## config.mk

```make
export PLATFORM = sky130hd
export DESIGN_NAME = cache_ctrl_burst
export DESIGN_NICKNAME = d
export VERILOG_FILES = /design/src/rtl/cache_ctrl_burst.sv
export SDC_FILE = /design/constraint.sdc
export NUM_CORES = 1
export LEC_CHECK = 0
export BUFFER_PORTS_ARGS = -buffer_cell sky130_fd_sc_hd__buf_2
export CAP_MARGIN = 20
export CORE_MARGIN = 1.5
export CORE_UTILIZATION = 45
export DETAILED_ROUTE_END_ITERATION = 7
export PLACE_DENSITY = 0.66
export SLEW_MARGIN = 40
export SYNTH_ARGS = -nofsm -noshare
export SYNTH_HDL_FRONTEND = slang
export SYNTH_SLANG_ARGS = --single-unit
```

## constraint.sdc

```tcl
create_clock -name clk -period 2.4 [get_ports clk]
set_input_delay 0.6 -clock clk [delete_from_list [all_inputs] [get_ports clk]]
set_output_delay 0.6 -clock clk [all_outputs]
set_load 0.1 [all_outputs]
```

## src/rtl/cache_ctrl_burst.sv

```systemverilog
// cache_ctrl_burst: control FSM for a direct-mapped, write-through cache with
// multi-beat line fill. Each fill beat pulses MStrobe, waits WAIT_CYCLES
// memory cycles, then writes one word into the cache array at BeatIdx.
// Optional macro CACHE_CTRL_WRITE_ALLOCATE_EN: write misses fill the line,
// update the cache word, then write through to memory.
module cache_ctrl_burst #(
    parameter int WAIT_CYCLES = 4,
    parameter int LINE_WORDS  = 4,
    localparam int BEAT_W     = (LINE_WORDS > 1) ? $clog2(LINE_WORDS) : 1
) (
    input  logic              clk,
    input  logic              reset,
    input  logic              Strobe,
    input  logic              DRW,
    input  logic              M,
    input  logic              V,
    output logic              DReady,
    output logic              W,
    output logic              WSel,
    output logic              RSel,
    output logic              MStrobe,
    output logic              MRW,
    output logic [BEAT_W-1:0] BeatIdx,
    output logic              Busy
);

    typedef enum logic [3:0] {
        IDLE, RD_CHK, RD_MISS, RD_MEM, RD_FILL, RD_DONE,
        WR_CHK, WR_REQ, WR_MEM, WR_DONE
`ifdef CACHE_CTRL_WRITE_ALLOCATE_EN
        , WR_UPD
`endif
    } state_t;

    localparam logic [7:0]        CNT_LOAD  = 8'(WAIT_CYCLES - 1);
    localparam logic [BEAT_W-1:0] LAST_BEAT = BEAT_W'(LINE_WORDS - 1);

    state_t            state;
    logic [7:0]        cnt;
    logic [BEAT_W-1:0] beat_idx;
    logic              hit;
`ifdef CACHE_CTRL_WRITE_ALLOCATE_EN
    logic              alloc;
`endif

    assign hit     = M & V;
    assign BeatIdx = beat_idx;

    // State, wait counter, beat index and allocate flag sequencing
    always_ff @(posedge clk or negedge reset) begin
        if (!reset) begin
            state    <= IDLE;
            cnt      <= 8'd0;
            beat_idx <= '0;
`ifdef CACHE_CTRL_WRITE_ALLOCATE_EN
            alloc    <= 1'b0;
`endif
        end else begin
            case (state)
                IDLE: begin
                    if (Strobe) state <= DRW ? WR_CHK : RD_CHK;
                end
                RD_CHK: begin
                    if (hit) begin
                        state <= IDLE;
                    end else begin
                        beat_idx <= '0;
                        state    <= RD_MISS;
                    end
                end
                RD_MISS: begin
                    cnt   <= CNT_LOAD;
                    state <= RD_MEM;
                end
                // Dwell is CNT_LOAD+1 = WAIT_CYCLES cycles
                RD_MEM: begin
                    if (cnt == 8'd0) state <= RD_FILL;
                    else             cnt   <= cnt - 8'd1;
                end
                RD_FILL: begin
                    if (beat_idx == LAST_BEAT) begin
                        state <= RD_DONE;
                    end else begin
                        beat_idx <= beat_idx + BEAT_W'(1);
                        state    <= RD_MISS;
                    end
                end
                RD_DONE: begin
                    beat_idx <= '0;
`ifdef CACHE_CTRL_WRITE_ALLOCATE_EN
                    state    <= alloc ? WR_UPD : IDLE;
`else
                    state    <= IDLE;
`endif
                end
                WR_CHK: begin
`ifdef CACHE_CTRL_WRITE_ALLOCATE_EN
                    if (!hit) begin
                        alloc    <= 1'b1;
                        beat_idx <= '0;
                        state    <= RD_MISS;
                    end else begin
                        state    <= WR_REQ;
                    end
`else
                    state <= WR_REQ;
`endif
                end
`ifdef CACHE_CTRL_WRITE_ALLOCATE_EN
                WR_UPD: begin
                    alloc <= 1'b0;
                    state <= WR_REQ;
                end
`endif
                WR_REQ: begin
                    cnt   <= CNT_LOAD;
                    state <= WR_MEM;
                end
                WR_MEM: begin
                    if (cnt == 8'd0) state <= WR_DONE;
                    else             cnt   <= cnt - 8'd1;
                end
                WR_DONE: state <= IDLE;
                default: state <= IDLE;
            endcase
        end
    end

    // Output decode from the state register; only the CHK states look at M/V
    always_comb begin
        DReady  = 1'b0;
        W       = 1'b0;
        WSel    = 1'b0;
        RSel    = 1'b0;
        MStrobe = 1'b0;
        MRW     = 1'b0;
        Busy    = (state != IDLE);
        case (state)
            RD_CHK:  DReady = hit;
            RD_MISS: MStrobe = 1'b1;
            RD_FILL: begin
                W    = 1'b1;
                WSel = 1'b1;
            end
            RD_DONE: begin
`ifdef CACHE_CTRL_WRITE_ALLOCATE_EN
                DReady = !alloc;
`else
                DReady = 1'b1;
`endif
                RSel   = 1'b1;
            end
            WR_CHK:  W = hit;
`ifdef CACHE_CTRL_WRITE_ALLOCATE_EN
            WR_UPD:  W = 1'b1;
`endif
            WR_REQ: begin
                MStrobe = 1'b1;
                MRW     = 1'b1;
            end
            WR_MEM:  MRW = 1'b1;
            WR_DONE: begin
                DReady = 1'b1;
                MRW    = 1'b1;
            end
            default: ;
        endcase
    end

endmodule
```

## After elaboration in Yosys (flattened, before gate mapping)

Index checks and enable logic that the tools add are counted.

- Output and inout port bits: 9
- Register bits after elaboration: 14
- Input bits: 6
- Word-level logic and storage cells: 52

- $add $sub $neg: 2
- Bitwise logic cells: 1
- Equal/unequal tests: 16
- Reductions and logical operators: 12
- Muxes and demuxes: 18

Operators with widths:

| operator | count |
|---|---|
| 4-bit one-hot mux with 8 select lines | 1 |
| 4-bit by 3-bit == test with 1-bit output (second input constant) | 4 |
| 8-bit one-hot mux with 2 select lines | 1 |
| 4-bit two-way mux | 3 |
| 2-bit != test (second input constant) | 6 |
| 4-bit by 2-bit == test with 1-bit output (second input constant) | 2 |
| 4-bit == test (second input constant) | 2 |
| 8-bit zero test | 1 |
| 8-bit two-way mux | 1 |
| 8-bit by 1-bit subtractor with 8-bit output (second input constant) | 1 |
| 2-bit two-way mux | 3 |
| 3-bit two-way mux | 2 |
| 2-bit one-hot mux with 3 select lines | 1 |
| 3-bit AND reduction | 2 |
| 2-bit OR reduction | 3 |
| 4-bit by 1-bit == test with 1-bit output (second input constant) | 1 |
| 4-bit zero test | 1 |
| 1-bit two-way mux | 4 |
| 1-bit one-hot mux with 2 select lines | 2 |
| 4-bit nonzero test | 1 |
| 3-bit nonzero test | 1 |
| 3-bit OR reduction | 1 |
| 2-bit by 1-bit adder with 2-bit output (second input constant) | 1 |
| 2-bit == test (second input constant) | 1 |
| 3 further kinds | 3 |

## Longest topological paths before layout

Gate-level depths: netlist of run 1.

- Word-level depth: 4
- Depth in mapped cells: 6
- Depth with buffers taken out: 6

## Worst setup path before layout of run 1

OpenSTA, ideal clock, no wires.

- Kind: register -> output
- Start point: register state[3]
- End point: output port DReady
- Cell stages (with the launch flop): 5
- Slack: -1.382 ns
- Required time: 1.800 ns
- Arrival time: 3.182 ns
- Path buffers: 2
- Cells stage by stage: dfrtp_1 > clkbuf_1 > clkbuf_1 > a211oi_1 > a211oi_1

- Cells in the longest elaborated chain, start to end: 3
- Elaborated cells on any way between the ends: 5
- Those cells by class: 3 x eq/ne; 1 x mux; 1 x reduce/logical

Ends and longest elaborated chain:

| element | RTL line | text |
|---|---|---|
| start, declared | 38 | `state_t state;` |
| start signal, assigned | 61 | `if (Strobe) state <= DRW ? WR_CHK : RD_CHK;` |
| 4-bit == test / 4-bit by 3-bit == test with 1-bit output (equally long branches) | 138 | `case (state)` |
| 2-bit OR reduction (no source line) | -- |  |
| 1-bit one-hot mux with 2 select lines * | 138 |  |
| end, declared | 17 | `output logic DReady,` |

Every way passes the cells marked *; elsewhere a longest branch is shown, timed or not.

## Final worst setup path of run 1

- Start point: register state[3]
- End point: output port W

- Cells in the longest elaborated chain, start to end: 2
- Elaborated cells on any way between the ends: 3
- Those cells by class: 2 x eq/ne; 1 x mux

Ends and longest elaborated chain:

| element | RTL line | text |
|---|---|---|
| 4-bit by 3-bit == test with 1-bit output | 138 |  |
| 1-bit one-hot mux with 2 select lines * | 138 |  |
| end, declared | 18 | `output logic W,` |

Marked as above.

==> flow_metrics.py, run 1 <==
metrics = {
    "route": {
        "vias": 893,
        "drc_errors": 0,
        "final_antenna_net_count": 0,
        "routedWlPerCell_um": 15.35,
        "totalWireLength_um": 2256,
        "firstDrtPassIters": 5,
        "drt-vias-per-instance": 6.075,
        "first_iter_violations": 29,
    },
    "die": {
        "std_cell_rows": 16,
        "ios": 15,
        "die_h_um": 49.45,
        "start_util_pct": 48.50,
        "die_x_um": 49.45,
        "dieArea_mm2": 0.002445,
        "core_area_mm2": 0.002002,
    },
    "synthesis": {
        "synth_nets": 114,
        "synth_compound_area_share_pct": 26.93,
        "ys_ff_latch": 14,
        "yosys.area_share.simple_pct": 23.97,
        "ys_seq_area_share_pct": 36.08,
        "synth_top_family_by_area": "compound AO/OA/AOI/OAI gates",
        "yosysWarningCount": 0,
        "synth_edf_count": 0,
        "synth.distinct_cells": 39,
        "synthXorXnorAreaFrac_pct": 0.9021,
        "synth.avg_cell_area_um2": 9.160,
        "syn_inst": 106,
        "synth_ff_type": "dfrtp_1",
        "netlist_area_um2": 970.9,
        "synth-async-reset-ratio_pct": 100.0,
        "synth_mux_area_share_pct": 3.351,
        "synth_fa_ha_area_share_pct": 2.577,
    },
    "layout": {
        "final_common_cell": "dfrtp_1",
        "drive_above_1_share_pct": 29.17,
        "num-nets-final": 129,
        "diodes": 0,
        "synthToLayoutAreaGrowth_pct": 28.61,
        "final-seq-area_um2": 350.3,
        "layout_common_cells": "dfrtp_1, nand2_1, buf_2",
        "fillCellCount": 177,
        "multi_input_area_um2": 615.6,
    },
    "placed_design": {
        "io_buffers": 14,
        "hpwl_um": 1701,
        "place_congestion": 0.8411,
    },
    "worst_setup_path": {
        "critPathTopFamily": "flip-flops",
        "end_kind": "output port",
        "required_ps": 1800,
        "r2r_slack_ps": 510,
        "crit_slowest_cell": "dfrtp_1",
        "path_cells": "nand2b_1, a211oi_4, buf_12",
        "crit_buf_inv": 1,
        "arrival_ps": 1670,
        "critical_path_class": "reg2out",
        "worst-path-max-fanout": 11,
        "slowest_delay_ps": 530,
        "critPathLaunch": "state[3]",
        "start_kind": "register",
        "r2r-start": "cnt[2]",
    },
    "global_route": {
        "grt_busiest_layer": "met2",
        "antenna_found_initial": 0,
        "grt_pass1_wl_um": 3836,
        "grt.overflow.total": 0,
        "grt.met2_usage_pct": 35.81,
        "gr-usage-met3_pct": 1.818,
        "use_met1_pct": 25.83,
        "grt_usage_pct": 20.41,
        "grt_pass1_vias": 842,
        "grt_max_degree": 15,
    },
    "clock_tree": {
        "cts_buffer_depth": 2,
        "htree_num_levels": 1,
        "clk_latency_ps": 290,
        "ctsRootBufferMaster": "clkbuf_4",
        "numCtsBuffers": 3,
        "cts_setup_buffers": 0,
        "cts_sinks": 14,
        "path_clk_slew_ps": 80,
        "cts_resized": 0,
        "cts_tree": "built",
        "ctsHoldBuffers": 0,
    },
    "sta": {
        "rsz0062_at_grt": "no",
        "setup_viol": 0,
        "setup_tns_ps": 0,
        "finClkSkew_ps": 0.8070,
        "timing.slew.headroom_pct": 67.17,
        "finalHoldViolations": 0,
        "fmax_ghz": 0.4402,
        "finalMaxSlewViolations": 0,
        "period_minus_slack_ps": 2272,
        "tightest_slew_ps": 495.9,
        "period_share_pct": 94.65,
    },
    "pwr": {
        "finalPower_mw": 1.862,
        "p_per_area_mw_per_mm2": 1491,
        "peakVddDrop_mv": 0.9761,
        "power_leakage_nw": 0.5118,
    },
    "status": {
        "status": "finished, final reports clean",
    },
    "run": {
        "drv_cap": 0,
    },
    "worst_hold_path": {
        "holdCritPathClass": "in2async",
    },
}
final timing paths:
kind                              end  cells past startpoint
max reg2reg                  state[2]                      4
min in group clk               cnt[5]                      1
max in group asynchronous  BeatIdx[1]                      1
max                                 W                      3
min                            cnt[6]                      1
min reg2reg                    cnt[5]                      1
where the power goes:
part	switching, mW	total (mW)	internal (mW)
combinational	0.814	1.25	0.434
sequential	0.137	0.443	0.305
clock	0.0790	0.171	0.0925
cell families (layout without fill, tap and decap cells):
family / after synthesis / in the layout
flip-flops: 14 / 14
XOR/XNOR: 1 / 1
AND/OR/NAND/NOR: 39 / 39
multiplexers: 3 / 3
AO/OA/AOI/OAI: 33 / 33
buffers and inverters: 14 / 28
adder cells (fa/ha/maj): 2 / 2
area by class of cell:
cell class | count | share of cell area, %
clock buffer | 4 | 2.906
inverter | 6 | 1.804
timing repair buffer | 18 | 15.23
tap | 27 | 2.705
multi-input combinational | 78 | 49.30
sequential | 14 | 28.06
Yosys cell counts (2+ instances only):
cell	n	area (µm²)
nand3_1	2	10.01
clkbuf_1	4	15.01
a211oi_1	3	22.52
o21ai_0	3	15.01
a21oi_1	4	20.02
a31oi_1	2	12.51
a22oi_1	2	15.01
inv_1	6	22.52
buf_2	3	15.01
mux2_2	2	22.52
o32ai_1	2	17.52
o21a_1	2	15.01
dfrtp_1	14	350.3
ha_1	2	25.02
o31a_1	2	17.52
or3_1	3	18.77
o311ai_0	4	35.03
nor4_1	4	25.02
o31ai_1	4	30.03
nor2_1	5	18.77
nand2b_1	5	31.28
nand2_1	9	33.78
nor3_1	3	15.01
metrics by stage:
step | hold slack [ps] | cell area [µm²] | utilization [%] | setup slack [ps] | std cells
finish | 188.3 | 1249 | 62.38 | 128.4 | 147
global route | 200.3 | 1249 | 62.38 | 13.89 | 147
CTS | 205.6 | 1244 | 62.13 | 103.8 | 147
detailed placement | 502.4 | 1207 | 60.31 | 402.8 | 143
global placement | 503.3 | 1207 | 60.31 | 463.2 | 143
floorplan | 304.4 | 1021 | - | -185.5 | 106
flip-flops by register name (all words and copies together), names as in the netlist:
name and flops:
state 4, cnt 8, BeatIdx 2
metal layers:
| layer | routed length (µm) | up-vias |
|---|---|---|
| met4 | 43 | 0 |
| met5 | 0 | - |
| li1 | - | 432 |
| met3 | 79 | 5 |
| met1 | 983 | 431 |
| met2 | 1149 | 25 |
Note: power is estimated with default switching activity, not from simulation.
==> run 2, diff against run 1 <==
Settings changed: PLACE_DENSITY 0.66 to 0.68.
Clock period 2.4 ns to 1.98 ns, I/O delays scaled along.
==> run 2 against run 1 <==
  * Wire length increased by 13%
  * Clock skew increased by 9.4 ps
  * Sequential power increased by 14%
  * Design area increased by 12%
==> flow_metrics.py, run 2 (synthesis gave the netlist of run 1 again) <==
metrics = {
    "sta": {
        "tightest_slew_ps": 482.8,
        "setup_viol": 0,
        "finalMaxSlewViolations": 0,
        "period_share_pct": 98.38,
        "holdWs_ps": 82.26,
        "finalHoldViolations": 0,
        "timing.slew.headroom_pct": 68.03,
        "worst_slack_ps": 32.00,
        "finClkSkew_ps": 10.20,
        "period_minus_slack_ps": 1948,
        "fmax_ghz": 0.5133,
    },
    "die": {
        "dieArea_mm2": 0.002445,
        "die_h_um": 49.45,
        "die_x_um": 49.45,
        "core_area_mm2": 0.002002,
        "ios": 15,
        "start_util_pct": 48.50,
        "std_cell_rows": 16,
    },
    "global_route": {
        "grt_pass1_wl_um": 4105,
        "grt_pass1_vias": 855,
        "grt_max_degree": 17,
        "grt.overflow.total": 0,
        "antenna_found_initial": 0,
        "grt_usage_pct": 22.00,
    },
    "layout": {
        "drive_above_1_share_pct": 39.84,
        "synthToLayoutAreaGrowth_pct": 44.33,
        "num-nets-final": 137,
        "final_core_util_pct": 70.00,
        "diodes": 0,
        "largest_reg_flops": 8,
        "regMostFlops": "cnt",
        "final_common_cell": "dfrtp_1",
        "final_area_mm2": 0.001401,
        "layout_common_cells": "dfrtp_1, buf_12, nand2_1, buf_2, buf_4",
    },
    "placed_design": {
        "pre_cts_ws_ps": 174.1,
        "io_buffers": 14,
        "place_area_mm2": 0.001269,
        "place_congestion": 0.8526,
        "hpwl_um": 1705,
    },
    "worst_setup_path": {
        "r2r_end": "cnt[7]",
        "r2r_slack_ps": 120,
        "worst-path-max-fanout": 14,
        "reg2reg_depth": 6,
        "r2r-start": "state[0]",
        "slowest_delay_ps": 460,
        "arrival_ps": 1450,
        "crit_slowest_cell": "dfrtp_2",
        "critPathMostFrequentCell": "a211oi_4",
        "start_kind": "register",
        "required_ps": 1480,
        "end_kind": "output port",
        "critical_path_class": "reg2out",
        "path_cells": "buf_8, a211oi_4, a211oi_4, buf_12",
    },
    "clock_tree": {
        "htree_num_levels": 1,
        "cts_tree": "built",
        "ctsRootBufferMaster": "clkbuf_4",
        "numCtsBuffers": 3,
        "path_clk_slew_ps": 100,
        "cts_sinks": 14,
        "ctsHoldBuffers": 0,
        "clk_latency_ps": 290,
        "cts_buffer_depth": 2,
    },
    "route": {
        "vias": 957,
        "firstDrtPassIters": 4,
        "totalWireLength_um": 2547,
        "final_antenna_net_count": 0,
        "drt-vias-per-instance": 6.174,
        "drc_errors": 0,
        "routedWlPerCell_um": 16.43,
        "first_iter_violations": 47,
    },
    "pwr": {
        "peakVddDrop_mv": 1.536,
        "power_leakage_nw": 0.5750,
        "finalPower_mw": 2.601,
        "p_per_area_mw_per_mm2": 1856,
    },
    "status": {
        "status": "finished, final reports clean",
    },
    "run": {
        "drv_cap": 0,
    },
    "worst_hold_path": {
        "holdCritPathClass": "in2async",
    },
}
[run 2: cell count changes in the layout (fill, tap and decap cells not counted), sizes merged]
cell	delta
buf	+8
[run 2: what timing repair did]
action / 4_1_cts / 5_1_grt
cloned: 0 / 1
resized for setup: 6 / 6
hold endpoints to repair: 0 / 0
endpoints found under the setup margin: 5 / 5
buffers inserted: 1 / 4
pin swaps: 1 / 1
[run 2: cell type report]
type / count / area, µm²
sequential: 14 / 355.3
multi-input combinational: 78 / 646.9
timing repair buffer: 26 / 299.0
clock buffer: 4 / 36.28
tap: 27 / 33.78
inverter: 6 / 30.03
fill: 154 / 600.6
[run 2: where the power goes]
group / internal [mW] / switching (mW) / total, mW
Sequential: 0.377 / 0.130 / 0.507
Combinational: 0.745 / 1.13 / 1.88
Clock: 0.112 / 0.103 / 0.215
Total: 1.23 / 1.37 / 2.60
[run 2: critical path, delay by kind of cell, from the launching register on]
kind	cells	cell delay, ps
AO/OA/AOI/OAI	2	340
flip-flops	1	460
buffers and inverters	2	350
[run 2: routing by layer]
metal / global-route usage (%) / wire [µm] / vias up
li1: - / - / 446
met1: 31.83 / 1138 / 457
met2: 32.43 / 1201 / 45
met3: 3.939 / 160 / 9
met4: 9.259 / 47 / 0
met5: 0 / 0 / -
[run 2: how the worst max path moves through the flow]
| stage | cells after the start | end | slack [ps] | from |
|---|---|---|---|---|
| CTS | 4 | DReady | 2 | state[2] |
| detailed placement | 4 | state[2] | 170 | cnt[2] |
| finish | 4 | DReady | 30 | state[2] |
| global route | 4 | DReady | -7 | state[0] |
| floorplan | 3 | DReady | -60 | state[3] |
| global placement | 4 | state[2] | 180 | cnt[2] |
[run 2: metrics by stage]
stage                     instances  TNS, ps
final                           155        0
after global routing            155   -8.494
after CTS                       150        0
after detailed placement        145        0
after global placement          145        0
after floorplan                 106   -119.6
